$ cat config.mk
export PLATFORM = sky130hd
export DESIGN_NAME = fifo_wr_ctrl
export DESIGN_NICKNAME = d
export VERILOG_FILES = /design/src/rtl/fifo_wr_ctrl.sv
export SDC_FILE = /design/constraint.sdc
export NUM_CORES = 1
export LEC_CHECK = 0
export ABC_AREA = 0
export ABC_CLOCK_PERIOD_IN_PS = 2450
export BUFFER_PORTS_ARGS = -buffer_cell sky130_fd_sc_hd__buf_2
export CAP_MARGIN = 20
export CORE_MARGIN = 2
export CORE_UTILIZATION = 50
export CTS_BUF_LIST = sky130_fd_sc_hd__clkbuf_8
export DETAILED_ROUTE_END_ITERATION = 8
export HOLD_SLACK_MARGIN = 0.1
export PLACE_DENSITY_LB_ADDON = 0.25
export SLEW_MARGIN = 20
export SYNTH_ARGS = -nofsm -noshare
export SYNTH_HDL_FRONTEND = slang
export SYNTH_SLANG_ARGS = --single-unit
$ cat constraint.sdc
create_clock -name wclk -period 2.45 [get_ports wclk]
set_clock_uncertainty 0.15 [all_clocks]
set_input_delay 0.1225 -clock wclk [delete_from_list [all_inputs] [get_ports wclk]]
set_output_delay 0.1225 -clock wclk [all_outputs]
set_load 0.1 [all_outputs]
$ cat src/rtl/fifo_wr_ctrl.sv
// fifo_wr_ctrl: write-side controller of an asynchronous FIFO.
// Two requesters share the write port through round-robin arbitration. The controller
// keeps the binary and Gray write pointers and registers the full flag.
// Optional feature: define WFIFO_ALMOST_FULL_EN to add the registered wafull output.
// PTR_W defaults to `WPTR_WIDTH, normally set in parameters.vh. If that macro is not
// defined, PTR_W falls back to 8.

`ifndef WPTR_WIDTH
`define WPTR_WIDTH 8
`endif

module fifo_wr_ctrl #(
  parameter int unsigned PTR_W        = `WPTR_WIDTH,
  parameter int unsigned AFULL_THRESH = 4
) (
  input  logic             wclk,
  input  logic             wrst,
  input  logic             req0,
  input  logic             req1,
  input  logic [PTR_W-1:0] rptr_gray_sync,
  output logic             gnt0,
  output logic             gnt1,
  output logic             mem_we,
  output logic [PTR_W-2:0] waddr,
  output logic             wsel,
  output logic [PTR_W-1:0] wptr_gray,
`ifdef WFIFO_ALMOST_FULL_EN
  output logic             wfull,
  output logic             wafull
`else
  output logic             wfull
`endif
);

  logic [PTR_W-1:0] wbin_q, wbin_d;
  logic [PTR_W-1:0] wgray_d;
  logic             last_q, last_d;
  logic             wsel_q;
  logic             full_d;

  // Combinational one-hot grant; on contention the requester not served last wins
  always_comb begin
    gnt0 = 1'b0;
    gnt1 = 1'b0;
    if (!wrst && !wfull) begin
      if (req0 && req1) begin
        gnt0 = last_q;
        gnt1 = !last_q;
      end else begin
        gnt0 = req0;
        gnt1 = req1;
      end
    end
  end

  // Pointer advance, round-robin marker, mux select and full detection
  always_comb begin
    mem_we  = gnt0 | gnt1;
    wbin_d  = mem_we ? wbin_q + PTR_W'(1) : wbin_q;
    wgray_d = wbin_d ^ (wbin_d >> 1);
    last_d  = mem_we ? gnt1 : last_q;
    // wsel follows the current grant and otherwise keeps the last granted requester
    wsel    = mem_we ? gnt1 : wsel_q;
    waddr   = wbin_q[PTR_W-2:0];
    // Full: the pointers differ only in the wrap bit. In Gray code that means the two
    // MSBs are inverted and the remaining bits are equal.
    full_d  = (wgray_d == {~rptr_gray_sync[PTR_W-1:PTR_W-2], rptr_gray_sync[PTR_W-3:0]});
  end

  // State registers with synchronous reset; last=1 lets req0 win the first contention
  always_ff @(posedge wclk) begin
    if (wrst) begin
      wbin_q    <= '0;
      wptr_gray <= '0;
      wfull     <= 1'b0;
      last_q    <= 1'b1;
      wsel_q    <= 1'b0;
    end else begin
      wbin_q    <= wbin_d;
      wptr_gray <= wgray_d;
      wfull     <= full_d;
      last_q    <= last_d;
      wsel_q    <= wsel;
    end
  end

`ifdef WFIFO_ALMOST_FULL_EN
  localparam logic [PTR_W-1:0] Depth      = {1'b1, {(PTR_W-1){1'b0}}};
  localparam logic [PTR_W-1:0] AfullLimit = PTR_W'(AFULL_THRESH);

  logic [PTR_W-1:0] rbin;
  logic [PTR_W-1:0] fill;
  logic [PTR_W-1:0] free_slots;
  logic             afull_d;

  // Gray to binary: each binary bit is the XOR of all Gray bits at or above it
  always_comb begin
    rbin = '0;
    for (int i = 0; i < int'(PTR_W); i++) begin
      rbin[i] = ^(rptr_gray_sync >> i);
    end
    fill       = wbin_d - rbin;
    free_slots = Depth - fill;
    afull_d    = (free_slots <= AfullLimit);
  end

  // Almost-full flag, refreshed every cycle
  always_ff @(posedge wclk) begin
    if (wrst) begin
      wafull <= 1'b0;
    end else begin
      wafull <= afull_d;
    end
  end
`endif

endmodule
Yosys cells after proc, flatten, opt, wreduce, memory -nomap -nowiden

Index checks and enable logic that the tools add are counted.

$add $sub $neg: 1
$mul: 0
Divide/modulo/power cells: 0
Order comparisons: 0
Equal/unequal tests: 1
Shift-type cells: 0
Mux-type cells: 6
Bitwise operators: 3
Reduce and logical (&&, ||, !) cells: 5

Operator list:

| cell                | number |
|---|---|
| $add 8x1->8 const B | 1 |
| $eq 8x8->1          | 1 |
| $mux 8              | 1 |
| $xor 8x7->8         | 1 |
| $mux 1              | 5 |
| $logic_not 1->1     | 3 |
| $logic_and 1x1->1   | 2 |
| $not 2->2           | 1 |
| $or 1x1->1          | 1 |

Bits in registers: 19
Latch bits: 0
Bits in writable memories: 0
Bits in read-only memories: 0
Bits of input ports: 12
Word-level logic and storage cells: 21
Memories kept: 0

Longest topological paths before layout

Depth in word-level cells: 7
Depth in mapped cells: 8
Mapped depth without buffers: 7

Worst setup path before layout

OpenSTA, ideal clock, no wires.

Path kind: register to register
Start: register wfull
End: register wsel_q
Library setup time: 0.067 ns
Arrival: 3.469 ns
Required time: 2.233 ns
Path slack: -1.236 ns
Cell stages (with the launch flop): 6
Path buffers: 0
Cell sequence: dfxtp_1 > nor2_2 > nand2_1 > a21oi_1 > a21o_1 > nor2b_1

Cells in the longest elaborated chain, start to end: 5
Elaborated cells on any way between the ends: 6
Classes of those cells: mux (3); bitwise (1); reduce/logical (2)

Ends and longest elaborated chain:

| element                | RTL line | text |
|---|---|---|
| from (decl)            | 31       | `output logic wfull` |
| from (signal assigned) | 81       | `wfull <= full_d;` |
| $logic_not 1->1 (*)    | 45       | `if (!wrst && !wfull) begin` |
| $logic_and 1x1->1 (*)  | 45       |  |
| $mux 1 (*)             | 45       |  |
| net gnt1               | 22       | `output logic gnt1,` |
| $or 1x1->1             | 58       | `mem_we = gnt0 \| gnt1;` |
| $mux 1 (*)             | 63       | `wsel = mem_we ? gnt1 : wsel_q;` |
| net wsel               | 25       | `output logic wsel,` |
| to (signal assigned)   | 83       | `wsel_q <= wsel;` |
| to (decl)              | 38       | `logic wsel_q;` |

Mark *: on every way through the listed nets, which the timed path passes. The rest lies on a longest branch.
A chain may end at the register's enable or synchronous reset.

Final worst setup path

Start: input wrst
End: register wfull

Cells in the longest elaborated chain, start to end: 7
Elaborated cells on any way between the ends: 8
Classes of those cells: eq/ne (1); mux (3); bitwise (2); reduce/logical (2)

Ends and longest elaborated chain:

| element           | RTL line | text |
|---|---|---|
| from (decl)       | 17       | `input logic wrst,` |
| $logic_not 1->1   | 45       |  |
| $logic_and 1x1->1 | 45       |  |
| $mux 1            | 45       |  |
| $or 1x1->1        | 58       |  |
| $mux 8            | 59       | `wbin_d = mem_we ? wbin_q + PTR_W'(1) : wbin_q;` |
| $xor 8x7->8       | 60       | `wgray_d = wbin_d ^ (wbin_d >> 1);` |
| $eq 8x8->1        | 67       | `full_d = (wgray_d == {~rptr_gray_sync[PTR_W-1:PTR_W-2], rptr_gray_sync[PTR_W-3:0]});` |

Several ways; a longest one is shown, not always the timed one.

==> results.cfg <==
[run_status]
run_status = completed

[pwr]
max-vdd-ir-drop_uv = 482.2
leakagePower_nw = 0.6056
total_power_uw = 771.0
power_density_nw_per_um2 = 536.8

[layout]
fill_cells = 191
nNetsFinal = 178
diodes = 0
final_cells = 192
area_growth_pct = 25.19
drive_gt1_frac = 0.3415

[setup_path]
end_kind = flop
crit_chain = dlygate4sd3_1 > buf_2 > or2_4 > nor4_4 > nor3_1 > nor4_1 > nand4_1 > nor4_1
required_ps = 2460
cp-start-kind = input port
slowest_stage = dlygate4sd3_1
worstPathArrival_ps = 2310
crit_fanout = 11
worst-setup-path-type = in -> reg
cp_common_cell = nor4_1
slowest_delay_ps = 530

[route]
postRouteAntennaNets = 0
wl_per_cell_microns = 13.85
drt-total-wl_microns = 2660
via_per_inst = 5.490
drc = 0
vias = 1054
drt_iter0_drc = 22
drtPass1Iterations = 4

[timing]
setup_viol = 0
hold_viol = 0
setup_tns_ps = 0
fin_crit_sh = 0.9409
slew-limit-headroom = 0.6737
period_minus_slack_ps = 2305
fmax_mhz = 433.8
rsz0062_at_grt = no
drv_slew = 0
worst_pin_slew_ps = 492.9
hold_ws_ps = 116.0

[floorplan]
die_h_microns = 51.91
fp.dieW_microns = 51.91
start_util = 0.5237
rows = 17
core_area_sq_um = 2191
dieArea_sq_um = 2694
io_pins = 32

[cts]
cts_root_buf = clkbuf_8
clk_pin_slew_ps = 70
cts_made_buffers = 3
post-cts-setup-buffer-count = 0
cts_max_level = 1
cts_tree = built
cts.sinks = 18
clk_path_buf_depth = 2
clk_latency_ps = 260

[synthesis]
ys_seq_area_frac = 0.3141
async_reset_ff_frac = 0
synth_common_cells = xnor2_1, dfxtp_1, nor2_1
syn_area_sq_um = 1147
ys_ff_latch = 18
synth_edf_count = 0
syn_avg_cell_area_sq_um = 8.758
yosys_warnings = 0
ys_dominant_reg_cell = dfxtp_1
synth.most_common_cell = xnor2_1
synth_top_area_cell = dfxtp_1
synth_area_leaders = dfxtp_1, xnor2_1, nor2_1, xor2_1, xnor3_1
syn_nets = 144
synth.distinct_cells = 40
netlist_instances = 131
synth.top_cell.area_share = 0.3141

[placement]
dp_cells = 184
port_buffers = 31
gp_congestion = 0.9564
dp_hpwl_microns = 2018

[global_routing]
grt_pass1_wl_microns = 4284
grt_overflow = 0
antenna_found_initial = 0
grt_pass1_vias = 999
grt_start_max_net_pins = 12
grtUsageTotal = 0.2147

[flow_run]
cap_violations = 0

[hold_path]
hp-class = in -> reg
[cells in the final DEF, fill, tap and decap left out, drive strengths merged]
cell / instances
a211o: 1
a21boi: 1
a21o: 2
a21oi: 7
a311oi: 1
a31oi: 2
and2: 1
and3b: 2
buf: 33
clkbuf: 4
dfxtp: 18
dlygate4sd3: 4
ha: 1
inv: 3
mux2i: 1
nand2: 7
nand2b: 2
nand3: 5
nand4: 2
nor2: 19
nor2b: 2
nor3: 2
nor4: 5
nor4b: 2
o21a: 1
o21ai: 3
o31ai: 1
o32a: 1
o32ai: 1
or2: 2
or3: 1
xnor2: 19
xnor3: 2
xor2: 6
[registers in the layout (all words and copies together), names as in the netlist]
signal,flops
wptr_gray,8
wbin_q,7
last_q,1
wfull,1
wsel_q,1
[worst paths after layout]
check,start,end,slack [ps],cells past startpoint
setup / recovery,wrst,wfull,140,8
hold reg to reg,wbin_q[1],wbin_q[1],390,2
hold / removal,req1,last_q,120,4
setup reg to reg,wbin_q[0],wfull,200,7
[kinds of logic (layout without fill, tap and decap cells)]
group / count (synthesis) / in the layout / share of synthesized area
DFF: 18 / 18 / 0.3141
xor gates and xnor gates: 27 / 27 / 0.2301
buffers and inverters: 11 / 44 / 0.04253
and+or+nand+nor: 52 / 52 / 0.2748
muxes: 1 / 1 / 0.008724
AOI/OAI and AO/OA: 21 / 21 / 0.1189
adders and majority gates: 1 / 1 / 0.01090
[power breakdown]
part | switching (mW) | internal [mW] | leakage [nW] | total (mW)
logic | 0.143 | 0.0650 | 0.428 | 0.208
registers | 0.0123 | 0.303 | 0.149 | 0.315
clock network | 0.105 | 0.143 | 0.0288 | 0.248
[what timing repair did]
| item | 4_1_cts | 5_1_grt |
|---|---|---|
| hold buffers | 4 | 0 |
| endpoints found under the setup margin | 0 | 1 |
| hold endpoints to repair | 9 | 0 |
| resized for setup | 0 | 3 |
[routing by layer]
metal	up-vias	GRT usage	wire length (microns)
met1	507	0.2567	1100
met2	28	0.3734	1403
met5	-	0	0
met3	5	0.02586	99
li1	514	-	-
met4	0	0.1096	57
[through the flow]
| stage | setup slack (ps) | utilization | area (sq um) |
|---|---|---|---|
| finish | 144.7 | 0.6556 | 1436 |
| global route | 5.407 | 0.6556 | 1436 |
| CTS | 65.73 | 0.6528 | 1430 |
| detailed placement | 152.6 | 0.6094 | 1335 |
| global placement | 325.8 | 0.6094 | 1335 |
| floorplan | 19.60 | - | 1167 |
[worst max-delay path, delay by kind of cell]
kind | cells | cell delay (ps)
AND/OR/NAND/NOR | 6 | 1460
buffers and inverters | 2 | 720
[layout make-up]
class,count,area [sq um],area share
clock buffers,4,55.05,0.03833
well taps,28,35.03,0.02439
inverters,3,11.26,0.007840
repair buffers,37,210.2,0.1463
multi-input cells,102,757.0,0.5270
flip-flops and latches,18,367.9,0.2561
Note: power is estimated with default switching activity, not from simulation.
